**src/rtl/reg_move_sequencer.sv**
```systemverilog
// reg_move_sequencer
//   Control stage between instruction decode and the 8-bit register file.
//   Takes one register-transfer micro-instruction at a time over a
//   valid/ready handshake and sequences it onto the register file ports
//   and the shared bus. RD results come back over a valid/ready channel.
//
//   Ports
//     clk, rst_n        clock, synchronous active-low reset
//     instr_valid/ready instruction handshake
//     instr_op          00 MOV, 01 LDI, 10 RD, 11 NOP
//     instr_dst/src/imm instruction fields
//     r_addr, w_addr    register file read / write address (registered)
//     bus_out, bus_oe   bus write data and drive enable (registered)
//     bus_in            sampled bus value
//     out_valid/ready   RD result handshake, out_data the result
//     busy              sequencer is not in IDLE
//     op_count          retired-instruction counter (wraps)
module reg_move_sequencer #(
  parameter int DATA_W    = 8,
  parameter int ADDR_W    = 8,
  parameter int NULL_ADDR = 0,
  parameter int CNT_W     = 16
) (
  input  logic              clk,
  input  logic              rst_n,
  input  logic              instr_valid,
  output logic              instr_ready,
  input  logic [1:0]        instr_op,
  input  logic [ADDR_W-1:0] instr_dst,
  input  logic [ADDR_W-1:0] instr_src,
  input  logic [DATA_W-1:0] instr_imm,
  output logic [ADDR_W-1:0] r_addr,
  output logic [ADDR_W-1:0] w_addr,
  output logic [DATA_W-1:0] bus_out,
  output logic              bus_oe,
  input  logic [DATA_W-1:0] bus_in,
  output logic              out_valid,
  input  logic              out_ready,
  output logic [DATA_W-1:0] out_data,
  output logic              busy,
  output logic [CNT_W-1:0]  op_count
);

  typedef enum logic [1:0] {IDLE, READ, WRITE, OUT_WAIT} state_t;

  localparam logic [1:0] OP_MOV = 2'b00;
  localparam logic [1:0] OP_LDI = 2'b01;
  localparam logic [1:0] OP_RD  = 2'b10;

  localparam logic [ADDR_W-1:0] NULL_A = ADDR_W'(NULL_ADDR);

  state_t            state;
  logic [1:0]        op_q;
  logic [ADDR_W-1:0] dst_q;
  logic [ADDR_W-1:0] src_q;
  logic [DATA_W-1:0] hold;
  logic [DATA_W-1:0] captured;

  // Nobody drives the bus when the null register is read, so its value is
  // meaningless (possibly X/Z); substitute zero instead of sampling it.
  assign captured = (src_q == NULL_A) ? '0 : bus_in;

  assign instr_ready = (state == IDLE);
  assign busy        = (state != IDLE);
  // The hold register only changes at the end of READ, so the RD result is
  // stable for the whole OUT_WAIT stall.
  assign out_data    = hold;

  // Register-file-facing outputs are loaded on the edge that enters the
  // state using them, so they are plain flop outputs during that state.
  // NOTE: every register here is assigned with <= so all updates in this
  // block see the pre-edge values, regardless of statement order.
  always_ff @(posedge clk) begin
    if (!rst_n) begin
      state     <= IDLE;
      op_q      <= OP_MOV;
      dst_q     <= '0;
      src_q     <= '0;
      hold      <= '0;
      r_addr    <= '0;
      w_addr    <= '0;
      bus_out   <= '0;
      bus_oe    <= 1'b0;
      out_valid <= 1'b0;
      op_count  <= '0;
    end else begin
      unique case (state)
        IDLE: begin
          if (instr_valid) begin
            op_q  <= instr_op;
            dst_q <= instr_dst;
            src_q <= instr_src;
            case (instr_op)
              OP_MOV, OP_RD: begin
                state  <= READ;
                r_addr <= instr_src;
              end
              OP_LDI: begin
                state   <= WRITE;
                w_addr  <= instr_dst;
                bus_out <= instr_imm;
                bus_oe  <= 1'b1;
              end
              default: op_count <= op_count + CNT_W'(1); // NOP retires now
            endcase
          end
        end

        READ: begin
          // Dropping r_addr here guarantees the register file has released
          // the bus before bus_oe rises in WRITE.
          r_addr <= NULL_A;
          hold   <= captured;
          if (op_q == OP_RD) begin
            state     <= OUT_WAIT;
            out_valid <= 1'b1;
          end else begin
            state   <= WRITE;
            w_addr  <= dst_q;
            bus_out <= captured;
            bus_oe  <= 1'b1;
          end
        end

        WRITE: begin
          state    <= IDLE;
          w_addr   <= NULL_A;
          bus_out  <= '0;
          bus_oe   <= 1'b0;
          op_count <= op_count + CNT_W'(1);
        end

        OUT_WAIT: begin
          if (out_ready) begin
            state     <= IDLE;
            out_valid <= 1'b0;
            op_count  <= op_count + CNT_W'(1);
          end
        end

        default: state <= IDLE;
      endcase
    end
  end

endmodule

```
**config.mk**
```make
export PLATFORM = sky130hd
export DESIGN_NAME = reg_move_sequencer
export DESIGN_NICKNAME = d
export VERILOG_FILES = /design/src/rtl/reg_move_sequencer.sv
export SDC_FILE = /design/constraint.sdc
export NUM_CORES = 1
export LEC_CHECK = 0
export CAP_MARGIN = 5
export CORE_ASPECT_RATIO = 0.8
export CORE_MARGIN = 5
export CORE_UTILIZATION = 45
export CTS_BUF_LIST = sky130_fd_sc_hd__clkbuf_16
export DETAILED_ROUTE_END_ITERATION = 10
export PLACE_DENSITY = 0.83
export REMOVE_ABC_BUFFERS = 1
export SLEW_MARGIN = 20
export SYNTH_ARGS = -nofsm -noshare
export SYNTH_HDL_FRONTEND = slang
export SYNTH_SLANG_ARGS = --single-unit
```
**constraint.sdc**
```tcl
create_clock -name clk -period 5.74 [get_ports clk]
set_clock_uncertainty 0.15 [all_clocks]
set_input_delay 0.574 -clock clk [delete_from_list [all_inputs] [get_ports clk]]
set_output_delay 0.574 -clock clk [all_outputs]
set_load 0.05 [all_outputs]
```
==> results_tabular.tex <==
\begin{tabular}{lr}
\hline
Metric & Value \\
\hline
\multicolumn{2}{l}{\textbf{Timing}} \\
Max-slew violation total from the final report & 0 \\
Unrepaired setup endpoints after global routing & no \\
Final hold violation count & 0 \\
Achievable clock frequency & 346 MHz \\
Worst slew margin & 34.6\% \\
Count of final setup violators & 0 \\
Final period demand of the worst path & 2.89 ns \\
Actual slew at the worst max-slew pin & 0.979 ns \\
Accumulated negative setup slack & 0 ns \\
Crit share post-route & 50.3\% \\
\multicolumn{2}{l}{\textbf{Synth}} \\
Post-synthesis sequential element count & 70 \\
Fraction of synthesized cell area taken by the top area cell type & 45.8\% \\
Synth Warn \# & 0 \\
Post-synthesis instance total & 364 \\
Netlist Area Pre-Place & 3060 um2 \\
Part of the Yosys area used for sequential elements & 45.8\% \\
Number of unique standard cell types used by synthesis & 39 \\
Cell type contributing the most total cell area after synthesis & sky130\_fd\_sc\_hd\_\_dfxtp\_1 \\
Average cell area after synthesis & 8.41 um2 \\
Most area-consuming cells after synthesis & sky130\_fd\_sc\_hd\_\_dfxtp\_1, sky130\_fd\_sc\_hd\_\_a21oi\_1, sky130\_fd\_sc\_hd\_\_nand2\_1, sky130\_fd\_sc\_hd\_\_nor2\_1, sky130\_fd\_sc\_hd\_\_nor2b\_1 \\
\multicolumn{2}{l}{\textbf{Clock network}} \\
Clock Sink Count & 70 \\
Num CTS Buffers & 9 \\
Count of buffers added by post-CTS timing repair for setup & 0 \\
H-tree depth & 3 \\
Post-CTS sizing & 0 \\
Hold bufs inserted after CTS & 0 \\
CTS tree & built \\
Buffers from clock root to sink, at most & 2 \\
Worst-skew pair later-pin latency & 0.33 ns \\
Cell at the root of the clock tree & sky130\_fd\_sc\_hd\_\_clkbuf\_16 \\
Clk slew on worst S/H paths & 0.05 ns \\
\multicolumn{2}{l}{\textbf{Critical path}} \\
WP data required & 5.02 ns \\
Critical path's largest stage delay & 0.82 ns \\
Beginning of the worst register-to-register path & state[0] \\
Crit path kind & reg2out \\
Cell occurring most often along the worst timing path & sky130\_fd\_sc\_hd\_\_inv\_1 \\
Source of the critical timing path & state[0] \\
Ordered cell list for the critical path & inv\_1 -> ha\_1 -> inv\_1 -> clkdlybuf4s50\_1 \\
Kind of launch point of the worst setup path & flop \\
Library cell contributing the largest single delay on the critical path & sky130\_fd\_sc\_hd\_\_clkdlybuf4s50\_1 \\
Endpoint kind of the worst setup timing path & output port \\
Maximum fanout count along the critical path & 11 \\
Data arrival, critical path & 2.16 ns \\
\multicolumn{2}{l}{\textbf{Routing}} \\
DR iter-0 viols & 169 \\
Post-DR vias/cell & 5.47 \\
Antenna Nets Post-Route & 0 \\
Length of the first detailed-routing pass in iterations & 4 \\
Total number of vias & 2,876 \\
Routed wire length per instance & 15.1 um \\
Final WL & 7950 um \\
Drt drc & 0 \\
\multicolumn{2}{l}{\textbf{Die}} \\
Die boundary width & 102 um \\
Standard cell core area & 6510 um2 \\
Initial standard-cell utilization of the core & 47.0\% \\
Vert. Die Dim & 83.8 um \\
Floorplan row count & 26 \\
Top-level I/O count & 90 \\
Overall die area & 8560 um2 \\
\multicolumn{2}{l}{\textbf{Pwr}} \\
Fraction of power spent switching nets & 32.6\% \\
Combinational group share of total power & 28.2\% \\
Worst supply voltage drop on vdd & 0.185 mV \\
Power density over the cells & 388 nW/um2 \\
Int Power & 1.12 mW \\
Leak pwr & 1.52 nW \\
Sequential share of power & 34.2\% \\
Net switching power of the design & 0.542 mW \\
Clock power share & 37.6\% \\
\multicolumn{2}{l}{\textbf{Global route}} \\
Number of global-route vias before repair & 2,828 \\
Pin count of the biggest net entering global routing & 59 \\
Overflow left after global routing & 0 \\
Global Route Usage Sum & 19.4\% \\
Antenna violations before repair & 0 \\
Global-route wire length before repair & 13,500 um \\
\multicolumn{2}{l}{\textbf{Place}} \\
Post-detail-place hpwl & 5320 um \\
Number of cells after detailed placement & 510 \\
Last weighted congestion value of the routability-driven placer & 0.757 \\
Number of buffers inserted by port buffering & 89 \\
\multicolumn{2}{l}{\textbf{Worst hold path}} \\
Hold path startpoint & src\_q[3] \\
HP Class & reg2reg \\
\multicolumn{2}{l}{\textbf{Cells and area}} \\
Share of cells above drive strength 1 & 4.52\% \\
Post-route insts no fill & 526 \\
Number of nets in the layout & 481 \\
N\_diodes & 0 \\
Filler instances & 548 \\
P\&R area growth vs syn & 39.9\% \\
\multicolumn{2}{l}{\textbf{Run}} \\
MaxCap Viol Count & 0 \\
\multicolumn{2}{l}{\textbf{Status}} \\
Status & finished clean \\
\hline
\end{tabular}
sequential cells by signal, summed over array words and instances, names as in the netlist:
signal	cells
op_count	16
bus_out	8
dst_q	8
out_data	8
r_addr	8
src_q	8
w_addr	8
op_q	2
state	2
bus_oe	1
out_valid	1
power groups by stage:
stage / clock [mW] / combinational, mW / sequential (mW)
after floorplan: 0 / 0.178 / 0.701
after global placement: 0 / 0.460 / 0.576
after detailed placement: 0 / 0.468 / 0.578
after CTS: 0.635 / 0.471 / 0.568
after global routing: 0.659 / 0.506 / 0.574
final: 0.625 / 0.468 / 0.568
placed cells by master, fill, tap and decap left out, types with 3 or more instances in the layout:
master,n
sky130_fd_sc_hd__a31oi_1,8
sky130_fd_sc_hd__o31ai_1,8
sky130_fd_sc_hd__clkbuf_16,9
sky130_fd_sc_hd__bufinv_16,3
sky130_fd_sc_hd__or4_1,8
sky130_fd_sc_hd__ha_1,6
sky130_fd_sc_hd__nand3_1,15
sky130_fd_sc_hd__clkdlybuf4s50_1,89
sky130_fd_sc_hd__nand2b_1,13
sky130_fd_sc_hd__o21ai_0,10
sky130_fd_sc_hd__mux2i_1,4
sky130_fd_sc_hd__a21oi_1,47
sky130_fd_sc_hd__inv_1,6
sky130_fd_sc_hd__dfxtp_1,70
sky130_fd_sc_hd__nand4_1,3
sky130_fd_sc_hd__nor2_1,29
sky130_fd_sc_hd__a22oi_1,8
sky130_fd_sc_hd__a311oi_1,9
sky130_fd_sc_hd__nand2_1,46
sky130_fd_sc_hd__nor2b_1,17
worst paths after layout:
| kind | end | cells after the start | slack [ns] |
|---|---|---|---|
| worst max-delay path | busy | 4 | 2.85 |
| worst min-delay path | src_q[3] | 2 | 0.31 |
| worst max register to register | r_addr[5] | 6 | 2.86 |
| worst min register to register | src_q[3] | 2 | 0.31 |
layer usage:
layer	global-route usage, %	share of wire [%]	vias to the layer above
met5	0	0	-
met4	5.48	0.87	0
met3	5.85	5.7	7
met2	31.0	48	78
met1	25.3	45	1356
li1	-	-	1435
cell usage after synthesis, drive strengths merged:
cell type / count
or3: 2
nor2: 29
o41ai: 2
nor2b: 17
or4: 8
a31oi: 8
xor2: 1
nand2b: 13
o21a: 1
and2: 2
a211oi: 2
a21boi: 2
a2bb2oi: 1
and3b: 1
a2111o: 1
nand2: 46
inv: 7
a311oi: 9
and4: 2
dfxtp: 70
nand4: 3
clkbuf: 19
o21ai: 10
nand3: 15
nor4: 4
ha: 6
o311ai: 2
a22oi: 8
buf: 9
o31ai: 8
mux2i: 4
a21o: 2
nor3: 1
a21oi: 47
nand3b: 2
kinds of logic (layout without fill, tap and decap cells):
| kind of cell | Yosys count | count (layout) | synth area share [%] |
|---|---|---|---|
| AO/OA/AOI/OAI | 103 | 103 | 21.1 |
| buffers and inverters | 35 | 113 | 5.11 |
| XOR/XNOR | 1 | 1 | 0.286 |
| multiplexers | 4 | 4 | 1.31 |
| flip-flops | 70 | 70 | 45.8 |
| AND/OR/NAND/NOR | 145 | 145 | 23.9 |
| adder cells (fa/ha/maj) | 6 | 6 | 2.45 |
stage by stage:
| stage | instance area (um2) | power [mW] | utilization [%] | hold WS, ns | setup slack [ns] |
|---|---|---|---|---|---|
| global placement | 3940 | 1.04 | 60.6 | 0.291 | 2.78 |
| CTS | 4280 | 1.67 | 65.8 | 0.305 | 2.85 |
| global route | 4280 | 1.74 | 65.8 | 0.327 | 2.57 |
| detailed placement | 3950 | 1.05 | 60.6 | 0.298 | 2.74 |
| floorplan | 2930 | 0.879 | - | 0.286 | 3.06 |
| finish | 4280 | 1.66 | 65.8 | 0.307 | 2.85 |
area by class of cell:
| class | instances | area, um2 | share of cell area [%] |
|---|---|---|---|
| Multi-Input combinational cell | 259 | 1510 | 35.3 |
| Timing Repair Buffer | 90 | 898 | 21.0 |
| Inverter | 7 | 26.3 | 0.613 |
| Clock inverter | 7 | 113 | 2.63 |
| Tap cell | 84 | 105 | 2.45 |
| Sequential cell | 70 | 1400 | 32.7 |
| Clock buffer | 9 | 225 | 5.26 |
worst max-delay path: cells and delay by family, from the launching register on:
family                     cells  cell delay (ns)
DFF                            1             0.40
buffers and inverters          3             1.09
adders and majority gates      1             0.36
Power figures use the tool's default switching activity.
